## src/rtl/pipe_hazard_ctrl_if.sv

```systemverilog
// pipe_hazard_ctrl_if: hazard-controller pipeline signals; master drives stage info, slave drives enables/flushes.
interface pipe_hazard_ctrl_if;
  logic [4:0]  id_rs1;
  logic [4:0]  id_rs2;
  logic        id_rs1_used;
  logic        id_rs2_used;
  logic [4:0]  ex_rd;
  logic        ex_regwrite;
  logic        ex_memtoreg;
  logic [4:0]  mem_rd;
  logic        mem_regwrite;
  logic        mem_branch_taken;
  logic        mem_jump;
  logic        pc_en;
  logic        ifid_en;
  logic        ifid_flush;
  logic        idex_flush;
  logic        exmem_flush;
  logic [1:0]  state;
  logic [15:0] stall_cnt;
  logic [15:0] flush_cnt;
  modport master (
    output id_rs1, id_rs2, id_rs1_used, id_rs2_used, ex_rd, ex_regwrite, ex_memtoreg,
           mem_rd, mem_regwrite, mem_branch_taken, mem_jump,
    input  pc_en, ifid_en, ifid_flush, idex_flush, exmem_flush, state, stall_cnt, flush_cnt
  );
  modport slave (
    input  id_rs1, id_rs2, id_rs1_used, id_rs2_used, ex_rd, ex_regwrite, ex_memtoreg,
           mem_rd, mem_regwrite, mem_branch_taken, mem_jump,
    output pc_en, ifid_en, ifid_flush, idex_flush, exmem_flush, state, stall_cnt, flush_cnt
  );
endinterface

```

## src/rtl/pipe_hazard_ctrl.sv

```systemverilog
// pipe_hazard_ctrl: stall/flush controller with saturating event counters.
// Macro HAZ_FWD_EN: load-use-only hazard (forwarding present); default checks EX and MEM producers.
module pipe_hazard_ctrl (
  input logic clk,
  input logic reset,
  pipe_hazard_ctrl_if.slave bus
);
  typedef enum logic [1:0] {RUN = 2'b00, STALL = 2'b01, FLUSH = 2'b10} state_t;
  state_t r_state;
  logic [15:0] r_stall_cnt;
  logic [15:0] r_flush_cnt;
  logic w_ex_match, w_mem_match, w_redirect, w_hazard, w_rule, w_stall;
  assign w_ex_match = (bus.ex_rd != 5'd0) &&
                      ((bus.id_rs1_used && bus.id_rs1 == bus.ex_rd) ||
                       (bus.id_rs2_used && bus.id_rs2 == bus.ex_rd));
  assign w_mem_match = (bus.mem_rd != 5'd0) &&
                       ((bus.id_rs1_used && bus.id_rs1 == bus.mem_rd) ||
                        (bus.id_rs2_used && bus.id_rs2 == bus.mem_rd));
`ifdef HAZ_FWD_EN
  assign w_rule = bus.ex_regwrite && bus.ex_memtoreg && w_ex_match;
`else
  assign w_rule = (bus.ex_regwrite && w_ex_match) || (bus.mem_regwrite && w_mem_match);
  logic w_unused;
  assign w_unused = bus.ex_memtoreg;
`endif
  assign w_redirect = bus.mem_branch_taken || bus.mem_jump;
  assign w_hazard   = (r_state != FLUSH) && w_rule;
  assign w_stall    = !w_redirect && w_hazard;
  always_comb begin
    bus.pc_en       = !reset && !w_stall;
    bus.ifid_en     = !reset && !w_stall;
    bus.ifid_flush  = reset || w_redirect;
    bus.idex_flush  = reset || w_redirect || w_hazard;
    bus.exmem_flush = reset || w_redirect;
    bus.state       = (r_state == STALL || r_state == FLUSH) ? r_state : RUN;
    bus.stall_cnt   = r_stall_cnt;
    bus.flush_cnt   = r_flush_cnt;
  end
  always_ff @(posedge clk) begin
    if (reset) begin
      r_state     <= RUN;
      r_stall_cnt <= 16'd0;
      r_flush_cnt <= 16'd0;
    end else begin
      r_state     <= w_redirect ? FLUSH : w_hazard ? STALL : RUN;
      r_stall_cnt <= (w_stall && r_stall_cnt != 16'hFFFF) ? r_stall_cnt + 16'd1 : r_stall_cnt;
      r_flush_cnt <= (w_redirect && r_flush_cnt != 16'hFFFF) ? r_flush_cnt + 16'd1 : r_flush_cnt;
    end
  end
endmodule

```

## src/flat_wrapper.sv

```systemverilog
// flat-port wrapper written by rule: the top's interface ports become plain ports
module pipe_hazard_ctrl_flat 
  (clk, reset, bus_id_rs1, bus_id_rs2, bus_id_rs1_used, bus_id_rs2_used, bus_ex_rd, bus_ex_regwrite, bus_ex_memtoreg, bus_mem_rd, bus_mem_regwrite, bus_mem_branch_taken, bus_mem_jump, bus_pc_en, bus_ifid_en, bus_ifid_flush, bus_idex_flush, bus_exmem_flush, bus_state, bus_stall_cnt, bus_flush_cnt);
  pipe_hazard_ctrl_if bus_i ();
  input logic clk;
  input logic reset;
  input wire logic [$bits(bus_i.id_rs1)-1:0] bus_id_rs1;
  input wire logic [$bits(bus_i.id_rs2)-1:0] bus_id_rs2;
  input wire logic [$bits(bus_i.id_rs1_used)-1:0] bus_id_rs1_used;
  input wire logic [$bits(bus_i.id_rs2_used)-1:0] bus_id_rs2_used;
  input wire logic [$bits(bus_i.ex_rd)-1:0] bus_ex_rd;
  input wire logic [$bits(bus_i.ex_regwrite)-1:0] bus_ex_regwrite;
  input wire logic [$bits(bus_i.ex_memtoreg)-1:0] bus_ex_memtoreg;
  input wire logic [$bits(bus_i.mem_rd)-1:0] bus_mem_rd;
  input wire logic [$bits(bus_i.mem_regwrite)-1:0] bus_mem_regwrite;
  input wire logic [$bits(bus_i.mem_branch_taken)-1:0] bus_mem_branch_taken;
  input wire logic [$bits(bus_i.mem_jump)-1:0] bus_mem_jump;
  output wire logic [$bits(bus_i.pc_en)-1:0] bus_pc_en;
  output wire logic [$bits(bus_i.ifid_en)-1:0] bus_ifid_en;
  output wire logic [$bits(bus_i.ifid_flush)-1:0] bus_ifid_flush;
  output wire logic [$bits(bus_i.idex_flush)-1:0] bus_idex_flush;
  output wire logic [$bits(bus_i.exmem_flush)-1:0] bus_exmem_flush;
  output wire logic [$bits(bus_i.state)-1:0] bus_state;
  output wire logic [$bits(bus_i.stall_cnt)-1:0] bus_stall_cnt;
  output wire logic [$bits(bus_i.flush_cnt)-1:0] bus_flush_cnt;
  assign bus_i.id_rs1 = bus_id_rs1;
  assign bus_i.id_rs2 = bus_id_rs2;
  assign bus_i.id_rs1_used = bus_id_rs1_used;
  assign bus_i.id_rs2_used = bus_id_rs2_used;
  assign bus_i.ex_rd = bus_ex_rd;
  assign bus_i.ex_regwrite = bus_ex_regwrite;
  assign bus_i.ex_memtoreg = bus_ex_memtoreg;
  assign bus_i.mem_rd = bus_mem_rd;
  assign bus_i.mem_regwrite = bus_mem_regwrite;
  assign bus_i.mem_branch_taken = bus_mem_branch_taken;
  assign bus_i.mem_jump = bus_mem_jump;
  assign bus_pc_en = bus_i.pc_en;
  assign bus_ifid_en = bus_i.ifid_en;
  assign bus_ifid_flush = bus_i.ifid_flush;
  assign bus_idex_flush = bus_i.idex_flush;
  assign bus_exmem_flush = bus_i.exmem_flush;
  assign bus_state = bus_i.state;
  assign bus_stall_cnt = bus_i.stall_cnt;
  assign bus_flush_cnt = bus_i.flush_cnt;
  pipe_hazard_ctrl u_core (.clk(clk), .reset(reset), .bus(bus_i));
endmodule
```

## config.mk

```make
export PLATFORM = sky130hd
export DESIGN_NAME = pipe_hazard_ctrl_flat
export DESIGN_NICKNAME = d
export VERILOG_FILES = /design/src/rtl/pipe_hazard_ctrl_if.sv /design/src/rtl/pipe_hazard_ctrl.sv /design/src/flat_wrapper.sv
export SDC_FILE = /design/constraint.sdc
export NUM_CORES = 1
export LEC_CHECK = 0
export BUFFER_PORTS_ARGS = -buffer_cell sky130_fd_sc_hd__buf_2
export CORE_MARGIN = 4
export CORE_UTILIZATION = 34
export CTS_BUF_LIST = sky130_fd_sc_hd__clkbuf_8
export DETAILED_ROUTE_END_ITERATION = 10
export PLACE_DENSITY = 0.54
export SLEW_MARGIN = 25
export SYNTH_ARGS = -nofsm -noshare
export SYNTH_HDL_FRONTEND = slang
export SYNTH_SLANG_ARGS = --single-unit
```

## constraint.sdc

```tcl
create_clock -name clk -period 2.6 [get_ports clk]
set_input_delay 0.39 -clock clk [delete_from_list [all_inputs] [get_ports clk]]
set_output_delay 0.39 -clock clk [all_outputs]
set_load 0.05 [all_outputs]
```

# Word-level counts from Yosys, hierarchy flattened
# Index checks and enable logic that the tools add are counted.
word_totals:
  regBits: 34
  out_inout_bits: 39
op_classes:
  addsub: 2
  eq_ne: 9
  n_mux: 3
  n_reduce_logical: 26
ops:
  columns: ["op", "n"]
  rows:
  - ["adder 16 x 1 -> 16 bit, second input constant", 2]
  - ["!= test 16 bit, second input constant", 2]
  - ["equality test 5 bit", 4]
  - ["logical AND 1 bit", 13]
  - ["nonzero test 5 bit", 2]
  - ["logical OR 1 bit", 7]
  - ["two-way mux 2 bit", 2]
  - ["logical NOT 1 bit", 3]
  - ["equality test 2 x 1 -> 1 bit, second input constant", 1]
  - ["equality test 2 bit, second input constant", 1]
  - ["!= test 2 bit, second input constant", 1]
  - ["OR reduction 2 bit", 1]
  - ["two-way mux 1 bit", 1]

# Logic depth before layout (Yosys ltp)
logic_depth:
  word_depth: 10
  mapped_depth: 9
  mapped_depth_nobuf: 7

# Worst setup path before layout
# No wires, ideal clock.
synth_timing:
  path_type: "input -> output"
  start: "input port bus_mem_rd[1]"
  end: "output port bus_pc_en"
  t_arrival_ps: 2601
  required_time_ps: 2210
  path_slack_ps: -391
  path_stages: 8
  cell_sequence: "or3_1 -> o311a_1 -> a22oi_4 -> buf_6 -> buf_6 -> nor2_1 -> nor2_1 -> buf_4"
synth_between:
  elab_chain_len: 10
  word_cells_on_any_way: 13
  classes_between: "2 x eq/ne; 11 x reduce/logical"
synth_rtl:
  columns: ["item", "line_no", "source"]
  rows:
  - ["start, declared", "flat_wrapper.sv:14", "input wire logic [$bits(bus_i.mem_rd)-1:0] bus_mem_rd;"]
  - ["equality test 5 bit, on equally long branches", "pipe_hazard_ctrl.sv:17, pipe_hazard_ctrl.sv:18", null]
  - ["logical AND 1 bit, on equally long branches", "pipe_hazard_ctrl.sv:17, pipe_hazard_ctrl.sv:18", null]
  - ["logical OR 1 bit", "pipe_hazard_ctrl.sv:17", "((bus.id_rs1_used && bus.id_rs1 == bus.mem_rd) ||"]
  - ["logical AND 1 bit *", "pipe_hazard_ctrl.sv:16", "assign w_mem_match = (bus.mem_rd != 5'd0) &&"]
  - ["logical AND 1 bit *", "pipe_hazard_ctrl.sv:22", "assign w_rule = (bus.ex_regwrite && w_ex_match) || (bus.mem_regwrite && w_mem_match);"]
  - ["logical OR 1 bit *", "pipe_hazard_ctrl.sv:22", null]
  - ["logical AND 1 bit *", "pipe_hazard_ctrl.sv:27", "assign w_hazard = (r_state != FLUSH) && w_rule;"]
  - ["logical AND 1 bit *", "pipe_hazard_ctrl.sv:28", "assign w_stall = !w_redirect && w_hazard;"]
  - ["logical NOT 1 bit *", null, null]
  - ["logical AND 1 bit *", null, null]
  - ["end, declared", "flat_wrapper.sv:18", "output wire logic [$bits(bus_i.pc_en)-1:0] bus_pc_en;"]
# Mark *: on every way between the ends. The rest lies on a longest branch, timed or not.

# Worst setup path in the final report
layout_timing:
  start: "input port bus_mem_rd[1]"
  end: "output port bus_ifid_en"
layout_between:
  elab_chain_len: 10
  word_cells_on_any_way: 13
  classes_between: "2 x eq/ne; 11 x reduce/logical"
layout_rtl:
  columns: ["item", "line_no", "source"]
  rows:
  - ["equality test 5 bit, on equally long branches", "pipe_hazard_ctrl.sv:17, pipe_hazard_ctrl.sv:18", null]
  - ["logical AND 1 bit, on equally long branches", "pipe_hazard_ctrl.sv:17, pipe_hazard_ctrl.sv:18", null]
  - ["logical OR 1 bit", "pipe_hazard_ctrl.sv:17", null]
  - ["logical AND 1 bit *", "pipe_hazard_ctrl.sv:16", null]
  - ["logical AND 1 bit *", "pipe_hazard_ctrl.sv:22", null]
  - ["logical OR 1 bit *", "pipe_hazard_ctrl.sv:22", null]
  - ["logical AND 1 bit *", "pipe_hazard_ctrl.sv:27", null]
  - ["logical AND 1 bit *", "pipe_hazard_ctrl.sv:28", null]
  - ["logical NOT 1 bit *", "pipe_hazard_ctrl.sv:31", "bus.ifid_en = !reset && !w_stall;"]
  - ["logical AND 1 bit *", "pipe_hazard_ctrl.sv:31", null]
  - ["end, declared", "flat_wrapper.sv:19", "output wire logic [$bits(bus_i.ifid_en)-1:0] bus_ifid_en;"]
# Marks and branches as above.

==> results.ini <==
[run_status]
status = finished, final reports clean

[synth]
dominantRegCellSynth = dfxtp_1
synth-seq-area-share = 0.3281
netlist_area_sq_um = 2074
synth_area_leader_cell = dfxtp_1
synth_cell_types = 47
synth-edff-count = 0
async_reset_ff_frac = 0
syn_area_per_cell_sq_um = 8.865
ys_seq_elements = 34
synth_area_leaders = dfxtp_1 (33%), xnor2_1 (11%), nor2_1 (4.7%)
synth.net_count = 265
synth_cells = 234
yosys_warnings = 0
ys_top_cells_by_count = dfxtp_1 (34), nor2_1 (26), xnor2_1 (25)
synth_most_common_cell = dfxtp_1
yosysTopAreaCellShare = 0.3281

[sta]
setup_slack_ps = 287.7
hold_viol_final = 0
fin_crit_ps = 2312
setup_viol_count_final = 0
fmax_ghz = 0.4325
fin_skew_ps = 3.843
final.period_utilization = 0.8894
grt_setup_unrepaired = no
tightest_slew_ps = 449.1
fin_tns_setup_ps = 0
drv_slew = 0
slew_headroom = 0.7006

[floorplanning]
dieHeight_microns = 86.11
start_util = 0.3504
rows = 28
die_x_microns = 86.11
core_area_sq_um = 5921
die_area_sq_um = 7415
ios = 68

[setup_path]
slowest_stage = or3_1
critical_path_class = primary input to output port
cp_slowest_stage_delay_ps = 380
cpMostUsedCell = buf_2
critPathMaxFanout = 4
crit_path_end_kind = output port
crit_chain = buf_2 > or3_1 > o311a_1 > a22oi_4 > nor2_1 > nor2_4 > buf_2
reg2regPathDepth = 7
crit_buf_inv = 2
path_delay_family = compound AO/OA/AOI/OAI gates
r2r_slack_ps = 540
reg2reg_from = u_core.bus.flush_cnt[0]
start_kind = primary input
cp.arrival_ps = 1920
worst_r2r_endpoint = u_core.bus.flush_cnt[3]
worst_ep_required_time_ps = 2210

[power_and_ir_drop]
leakage_nw = 1.008
power.density_nw_per_um2 = 430.8
vdd_drop_max_mv = 0.2251

[global_route]
overflow = 0
grt_pass1_wl_microns = 8066
antenna_found_initial = 0
grtUsageTotal = 0.1344
grt_pass1_vias = 1707
grt_max_degree = 39

[hold_path]
hold_path_end = u_core.r_state[1]
hold_depth = 3
min-delay-path-class = primary input to flop
min-delay-start = bus_mem_branch_taken

[drt]
drc = 0
vias_per_cell = 5.054
drt_first_pass_iters = 4
wl_per_cell_microns = 13.45
vias = 1875
postRouteAntennaNets = 0
dr.first_iter.drc_count = 67
wirelength_microns = 4990

[placed_design]
pre_cts_ws_ps = 255.6
portBuffers = 66
gp_congestion = 0.8166
hpwl_microns = 3722

[run]
maxCapViolCount = 0

[clock_network]
cts_buffers = 5
path_clk_slew_ps = 60
cts_tree = yes
htreeDepth = 2
cts_resized = 0
cts_setup_buffers = 0
hold_buffers = 0
ctsRootBufferMaster = clkbuf_8
insertion_delay_ps = 280
clock_path_buffers = 2
cts.sinks = 34

[layout]
drive_above_1_share = 0.3243
final_nets = 328
antennaDiodeCount = 0
postLayoutCoreUtil = 0.4246
area_delta_synth_final_pct = 21.17

## worst min-delay path, stage by stage
cell,delay (ps)
buf_2,120
nor2_4,70
nor2_1,70
## state kept, by name, indices dropped and copies added, names as in the netlist
signal                cells
u_core.bus.flush_cnt     16
u_core.bus.stall_cnt     16
u_core.r_state            2
## layout by cell type, fill, tap and decap left out, types with 3 or more instances in the layout
cell,count
a21oi_1,12
and3_1,9
and4_1,3
buf_2,66
buf_4,3
clkbuf_8,6
dfxtp_1,34
inv_1,4
mux2_4,4
nand2_1,11
nand3_1,13
nand4_1,9
nor2_1,25
nor2b_1,6
o21ai_1,3
o31ai_1,8
or3_1,6
or4_1,8
xnor2_1,25
xor2_1,8
## final cells by class
cell class	instances	area, sq um
inverter	4	15.01
multi-input combinational	183	1289
clock buffer	6	82.58
sequential	34	680.7
timing repair buffer	69	352.8
tap	75	93.84
fill	609	3407
## worst max path at each step
stage	start	to	slack [ps]	cells after the start
after floorplan	bus_mem_rd[1]	bus_pc_en	60	8
after global placement	bus_mem_rd[1]	u_core.bus.stall_cnt[5]	280	7
after detailed placement	bus_mem_rd[1]	u_core.bus.stall_cnt[5]	260	7
after CTS	bus_mem_rd[1]	bus_ifid_en	260	7
after global routing	bus_mem_rd[1]	bus_pc_en	220	7
final	bus_mem_rd[1]	bus_ifid_en	290	7
## per-layer routing
layer  vias to the layer above  global-route usage  part of all wire
met4                         0             0.04317             0.013
met1                       856              0.1788              0.48
met3                         7             0.03554             0.061
met2                        49              0.2109              0.45
met5                         -                   0                 0
li1                        963                   -                 -
## kinds of logic after synthesis
family / share of synthesized area
AOI/OAI and AO/OA: 0.1345
xor gates and xnor gates: 0.1393
adders and majority gates: 0.01206
buffers and inverters: 0.05427
DFF: 0.3281
muxes: 0.03378
and+or+nand+nor: 0.2980
## per-stage QoR
stage / area [sq um] / hold WS, ps / instances / power [W]
detailed placement: 2431 / 491.1 / 365 / 0.0007137
floorplan: 2082 / 518.8 / 234 / 0.0006604
global route: 2514 / 431.9 / 371 / 0.001139
finish: 2514 / 407.8 / 371 / 0.001083
global placement: 2431 / 484.1 / 365 / 0.0007146
CTS: 2514 / 400.5 / 371 / 0.001099
## power by group
part	total, W	leakage, nW	internal, W	switching [W]
registers	0.000535	0.275	0.000527	0.00000770
logic	0.000166	0.691	0.0000615	0.000105
clock network	0.000382	0.0431	0.000204	0.000178
total	0.00108	1.01	0.000792	0.000290
Power figures use the tool's default switching activity.
